`config.mk`:
```
export PLATFORM = sky130hd
export DESIGN_NAME = uart_byte_tx
export DESIGN_NICKNAME = d
export VERILOG_FILES = /design/src/rtl/uart_byte_tx.sv
export SDC_FILE = /design/constraint.sdc
export NUM_CORES = 1
export LEC_CHECK = 0
export CAP_MARGIN = 0
export CORE_MARGIN = 2
export CORE_UTILIZATION = 52
export DETAILED_ROUTE_END_ITERATION = 6
export GPL_ROUTABILITY_DRIVEN = 1
export GPL_TIMING_DRIVEN = 0
export PLACE_DENSITY_LB_ADDON = 0.1
export REMOVE_ABC_BUFFERS = 1
export SYNTH_ARGS = -nofsm -noshare
export SYNTH_HDL_FRONTEND = slang
export SYNTH_SLANG_ARGS = --single-unit
```
`constraint.sdc`:
```
create_clock -name clk -period 4.6 [get_ports clk]
set_clock_uncertainty 0.2 [all_clocks]
set_input_delay 0.92 -clock clk [delete_from_list [all_inputs] [get_ports clk]]
set_output_delay 0.92 -clock clk [all_outputs]
set_load 0.03 [all_outputs]
```
`src/rtl/uart_byte_tx.sv`:
```
// UART byte transmitter: valid/ready byte input, start + 8 data (LSB first) + optional parity + 1/2 stop bits.
// Bit timing comes from an internal divider of CLK_FREQ/BAUD clocks per bit.
module uart_byte_tx #(
  parameter int CLK_FREQ   = 25000000,
  parameter int BAUD       = 9600,
  parameter int PARITY_EN  = 0,
  parameter int PARITY_ODD = 0,
  parameter int STOP_BITS  = 1
) (
  input  logic       clk,
  input  logic       rst,
  input  logic       tx_start,
  input  logic [7:0] tx_data,
  output logic       tx_ready,
  output logic       tx_done,
  output logic       uart_tx
);

  localparam int BIT_CYC = CLK_FREQ / BAUD;
  localparam int CNT_W   = (BIT_CYC > 1) ? $clog2(BIT_CYC) : 1;
  localparam logic [CNT_W-1:0] CNT_LAST  = CNT_W'(BIT_CYC - 1);
  localparam logic [CNT_W-1:0] CNT_PRE   = CNT_W'(BIT_CYC - 2);
  localparam logic [2:0]       STOP_LAST = 3'(STOP_BITS - 1);
  localparam logic             ODD_L     = (PARITY_ODD != 0);

  generate
    if (STOP_BITS != 1 && STOP_BITS != 2) begin : g_bad_stop
      $error("uart_byte_tx: STOP_BITS must be 1 or 2");
    end
    if (BIT_CYC < 2) begin : g_bad_div
      $error("uart_byte_tx: CLK_FREQ/BAUD must be at least 2");
    end
  endgenerate

  typedef enum logic [2:0] {
    S_IDLE,
    S_START,
    S_DATA,
    S_PARITY,
    S_STOP
  } state_t;

  state_t           r_state;
  logic [CNT_W-1:0] r_cnt;
  logic [2:0]       r_bit;
  logic [7:0]       r_shift;
  logic             r_par;
  logic             r_tx;
  logic             r_ready;
  logic             r_done;

  state_t           w_state_nxt;
  logic [CNT_W-1:0] w_cnt_nxt;
  logic [2:0]       w_bit_nxt;
  logic [7:0]       w_shift_nxt;
  logic             w_par_nxt;
  logic             w_tx_nxt;
  logic             w_ready_nxt;
  logic             w_done_nxt;

  logic w_accept;
  logic w_bit_end;
  logic w_last_stop;

  assign w_accept    = tx_start && r_ready;
  assign w_bit_end   = (r_cnt == CNT_LAST);
  assign w_last_stop = (r_bit == STOP_LAST);

  always_comb begin
    w_state_nxt = r_state;
    w_cnt_nxt   = w_bit_end ? '0 : r_cnt + 1'b1;
    w_bit_nxt   = r_bit;
    w_shift_nxt = r_shift;
    w_par_nxt   = r_par;
    w_tx_nxt    = r_tx;
    w_ready_nxt = r_ready;
    w_done_nxt  = 1'b0;

    case (r_state)
      S_IDLE: begin
        w_cnt_nxt = '0;
        w_tx_nxt  = 1'b1;
      end
      S_START: begin
        if (w_bit_end) begin
          w_state_nxt = S_DATA;
          w_bit_nxt   = '0;
          w_tx_nxt    = r_shift[0];
        end
      end
      S_DATA: begin
        // r_tx is loaded one cycle early with the bit the shifter will present next
        if (w_bit_end) begin
          w_shift_nxt = {1'b0, r_shift[7:1]};
          if (r_bit == 3'd7) begin
            w_bit_nxt = '0;
            if (PARITY_EN != 0) begin
              w_state_nxt = S_PARITY;
              w_tx_nxt    = r_par;
            end else begin
              w_state_nxt = S_STOP;
              w_tx_nxt    = 1'b1;
            end
          end else begin
            w_bit_nxt = r_bit + 3'd1;
            w_tx_nxt  = r_shift[1];
          end
        end
      end
      S_PARITY: begin
        if (w_bit_end) begin
          w_state_nxt = S_STOP;
          w_bit_nxt   = '0;
          w_tx_nxt    = 1'b1;
        end
      end
      S_STOP: begin
        // Raise done/ready so they are visible during the final stop cycle itself
        if (w_last_stop && (r_cnt == CNT_PRE)) begin
          w_done_nxt  = 1'b1;
          w_ready_nxt = 1'b1;
        end
        if (w_bit_end) begin
          if (w_last_stop) begin
            w_state_nxt = S_IDLE;
            w_bit_nxt   = '0;
          end else begin
            w_bit_nxt = r_bit + 3'd1;
          end
        end
      end
      default: begin
        w_state_nxt = S_IDLE;
        w_tx_nxt    = 1'b1;
        w_ready_nxt = 1'b1;
      end
    endcase

    // Accept is possible from IDLE or the final stop cycle; it restarts the frame
    if (w_accept) begin
      w_state_nxt = S_START;
      w_cnt_nxt   = '0;
      w_bit_nxt   = '0;
      w_shift_nxt = tx_data;
      w_par_nxt   = (^tx_data) ^ ODD_L;
      w_tx_nxt    = 1'b0;
      w_ready_nxt = 1'b0;
    end
  end

  always_ff @(posedge clk) begin
    if (rst) begin
      r_state <= S_IDLE;
      r_cnt   <= '0;
      r_bit   <= '0;
      r_shift <= '0;
      r_par   <= 1'b0;
      r_tx    <= 1'b1;
      r_ready <= 1'b1;
      r_done  <= 1'b0;
    end else begin
      r_state <= w_state_nxt;
      r_cnt   <= w_cnt_nxt;
      r_bit   <= w_bit_nxt;
      r_shift <= w_shift_nxt;
      r_par   <= w_par_nxt;
      r_tx    <= w_tx_nxt;
      r_ready <= w_ready_nxt;
      r_done  <= w_done_nxt;
    end
  end

  assign uart_tx  = r_tx;
  assign tx_ready = r_ready;
  assign tx_done  = r_done;

endmodule
```
# == Word level (Yosys, flattened, before mapping) ==
# Cells that the tools add are included.
# word_totals
input_bits,11
output_inout_bits,3
elab_cells,81
ff_bits,29
# op_classes
reduce_logical,18
muxes,27
n_eq_ne,24
addsub,2
bitwise,2
# ops
op,count
2-to-1 mux 3 bit,11
"== test 12 bit, second input constant",2
2-to-1 mux 8 bit,3
"!= test 3 bit, second input constant",7
"!= test 2 bit, second input constant",8
one-hot mux 3 bit (5 select lines),1
AND reduction 7 bit,2
"adder 12 x 1 -> 12 bit, second input constant",1
2-to-1 mux 1 bit,9
one-hot mux 3 bit (3 select lines),1
AND reduction 4 bit,2
OR reduction 4 bit,2
"== test 3 x 2 -> 1 bit, second input constant",2
"== test 3 bit, second input constant",2
logical NOT 3 bit,2
OR reduction 2 bit,3
"!= test 2 x 1 -> 1 bit, second input constant",2
one-hot mux 1 bit (4 select lines),1
AND reduction 2 bit,2
nonzero test 2 bit,2
"adder 3 x 1 -> 3 bit, second input constant",1
"== test 3 x 1 -> 1 bit, second input constant",1
nonzero test 3 bit,1
logical AND 1 bit,2
other kinds (2),3

# == Longest topological paths before layout ==
# logic_depth
ltp_word,5
mapped_depth,7
mapped_depth_nobuf,7

# == Worst setup path before layout ==
# OpenSTA, ideal clock, no wires.
# synth_path
kind,register to register
from,register r_cnt[0]
to,register r_state[2]
setup_slack_ns,2.668
arrival_time_ns,1.662
synth_period_minus_slack_ns,1.932
n_path_buf,0
required_time_ns,4.330
setup_time_ns,0.070
path_stages_with_launch,7
cell_sequence,dfxtp_1 ha_1 and2_1 nand4b_2 a22o_1 or4_1 a21oi_1
# synth_via
elab_chain_len,3
word_cells_on_any_way,6
classes_between,eq/ne: 5; reduce/logical: 1
# synth_lines
item,line_no,text
start: declaration,44,logic [CNT_W-1:0] r_cnt;
start signal: assignment,163,r_cnt <= w_cnt_nxt;
== test 12 bit *,66,assign w_bit_end = (r_cnt == CNT_LAST);
!= test 2 bit (no source line),--,
AND reduction 7 bit (no source line) *,--,
end signal: assignment,162,r_state <= w_state_nxt;
end: declaration,43,state_t r_state;
# Mark *: on every way between the ends. The rest lies on a longest branch, timed or not.
# A chain may end at the register's enable or synchronous reset.

# == Worst setup path after layout ==
# layout_path
from,input port tx_start
to,register r_shift[3]
# layout_via
elab_chain_len,3
word_cells_on_any_way,5
classes_between,mux: 1; reduce/logical: 4
# layout_lines
item,line_no,text
start: declaration,12,"input logic tx_start,"
logical AND 1 bit *,65,assign w_accept = tx_start && r_ready;
nonzero test 2 bit (no source line),--,
AND reduction 2 bit (no source line),--,
end signal: assignment,165,r_shift <= w_shift_nxt;
end: declaration,46,logic [7:0] r_shift;
# Marks and branches as above.

==> impl_metrics.json <==
{
  "ctsResizeCount": 0,
  "rsz0062_at_grt": "no",
  "dr.pass1.iters": 4,
  "required_ns": 4.63,
  "synthAdderAreaFrac_pct": 4.421,
  "first_global_vias": 1164,
  "path_class": "input pin to flop",
  "drc": 0,
  "wirelength_um": 2884,
  "initial_core_util_pct": 56.10,
  "multi_input_area_um2": 779.5,
  "setup_viol": 0,
  "grt.total_usage_pct": 19.71,
  "synthArstFlopShare_pct": 0,
  "post_cts_buffers": 0,
  "endpoint_kind": "flop",
  "cts_tree": "built",
  "synth_ff_type": "dfxtp_1",
  "p_per_area_nw_per_um2": 291.6,
  "root_buffer": "clkbuf_4",
  "die_y_um": 56.17,
  "relSlewSlack_pct": 36.90,
  "clock-sinks": 29,
  "antenna_found_initial": 0,
  "synth_area_leader_cell": "dfxtp_1",
  "ios": 14,
  "peakVddDrop_mv": 0.2693,
  "fin_ws_ns": 2.001,
  "core_area_um2": 2522,
  "via_per_inst": 5.840,
  "period_share_pct": 56.49,
  "ant_nets": 0,
  "max_freq_mhz": 384.8,
  "htreeDepth": 2,
  "syn2layout_area_growth_pct": 13.17,
  "synth_commonest_cells": "dfxtp_1, nand2_1, nor2_1",
  "syn_area_um2": 1415,
  "run_status": "finished, final reports clean",
  "yosys_warnings": 0,
  "drv_slew": 0,
  "grt_pass1_wl_um": 4885,
  "clk_latency_ns": 0.33,
  "holdCritPathClass": "flop to flop",
  "clk_transition_reported_paths_ns": 0.09,
  "grt_start_max_net_pins": 15,
  "worst_pin_slew_ns": 0.9455,
  "worstHoldStart": "r_cnt[0]",
  "syn_area_per_cell_um2": 8.324,
  "antenna-diode-count": 0,
  "r2r_slack_ns": 2.20,
  "synthMuxAreaShare_pct": 0,
  "port-buffer-count": 13,
  "synth_top_family_by_area": "simple AND/OR/NAND/NOR gates",
  "finalCriticalPeriod_ns": 2.599,
  "die_w_um": 56.17,
  "seq_area_frac_synth_pct": 41.03,
  "worstPathMaxFanout": 14,
  "tns_ns": 0,
  "crit_arrival_ns": 2.63,
  "seq_area_um2": 580.6,
  "postSynthCellCount": 170,
  "ys_types": 37,
  "fill_cells": 222,
  "synthSimpleGateAreaFrac_pct": 29.09,
  "layout-drive-gt1-share_pct": 6.557,
  "leakagePower_uw": 0.0006164,
  "die-area_um2": 3155,
  "cp-start-kind": "input pin",
  "dp_hpwl_um": 2109,
  "wl_per_cell_um": 13.54,
  "drtIter0Drc": 23,
  "synth_area_leaders": "dfxtp_1, nand2_1, nor2_1, ha_1, a311oi_1",
  "synth_edf_count": 0,
  "reg2reg_from": "r_cnt[0]",
  "dp_slack_ns": 1.659,
  "finalNetCount": 198,
  "synth_seq_cells": 29,
  "hold_buffers": 0,
  "synth-compound-area-share_pct": 14.77,
  "place_congestion": 0.7843,
  "startpoint": "tx_start",
  "grt.overflow.total": 0,
  "core.rowCount": 18,
  "synth_xor_xnor_area_share_pct": 6.808,
  "max-cap-violations": 0,
  "synth_top_area_share_pct": 41.03,
  "cts_buffer_depth": 2,
  "hold_viol_final": 0,
  "synth_most_common_cell": "dfxtp_1",
  "via_count": 1244,
  "cts_buffers": 5
}
## cells by family after synthesis
logic type	Yosys count
adders and majority gates	5
and+or+nand+nor	80
DFF	29
AOI/OAI and AO/OA	31
buffers and inverters	14
xor gates and xnor gates	11
## final cells by class
type	count	share of cell area, %
Multi-Input combinational cell	127	48.67
Sequential cell	29	36.25
Timing Repair Buffer	13	8.125
Clock buffer	6	2.578
Tap cell	30	2.344
Inverter	6	1.406
Clock inverter	2	0.6250
## worst max-delay path, stage by stage
cell and delay, ns:
clkdlybuf4s50_1 0.47, nand2_1 0.25, o21ai_1 0.59, nor2_1 0.10, a311oi_1 0.30
## power by group
group	switching [uW]	total (uW)	leakage, uW	internal (uW)
Combinational	31.1	54.5	0.000348	23.4
Clock	87.4	146	0.0000320	58.1
Sequential	7.00	267	0.000236	260
## per-layer routing
metal	routed length, um	vias to the layer above	GRT usage [%]
li1	-	614	-
met1	1285	593	21.87
met2	1391	29	33.78
met3	161	8	8.372
met4	46	0	6.463
met5	0	-	0
## state kept, by name, indices dropped and copies added (netlist names)
register / flops
r_cnt: 12
r_bit: 3
r_state: 3
tx_ready: 1
uart_tx: 1
r_shift: 8
tx_done: 1
## worst paths after layout
path | endpoint | depth (start not counted)
hold / removal | r_cnt[0] | 1
hold reg to reg | r_cnt[0] | 1
setup reg to reg | r_shift[3] | 6
setup / recovery | r_shift[3] | 5
## metrics by stage
| stage | hold slack (ns) | utilization (%) | cell area, um^2 | total power, uW | cells |
|---|---|---|---|---|---|
| after detailed placement | 0.2550 | 61.46 | 1550 | 327.1 | 205 |
| after floorplan | 0.2256 | - | 1383 | 304.5 | 162 |
| after global routing | 0.2994 | 63.49 | 1602 | 486.9 | 213 |
| after CTS | 0.2744 | 63.49 | 1602 | 471.1 | 213 |
| final | 0.2653 | 63.49 | 1602 | 467.1 | 213 |
| after global placement | 0.2403 | 61.46 | 1550 | 324.4 | 205 |
## cell usage in the layout (no fill, tap or decap), types with 2 or more instances in the layout
master,instances
or3_1,3
clkdlybuf4s50_1,13
dfxtp_1,29
nor2_1,25
clkbuf_4,5
inv_1,6
clkinv_2,2
xor2_1,5
a21oi_1,10
a211oi_1,2
o21ai_0,4
nor4_1,2
xnor2_1,6
and4b_1,2
ha_1,5
and3_1,7
nand2_1,28
and2_1,2
a311oi_1,7
Power figures use the tool's default switching activity.
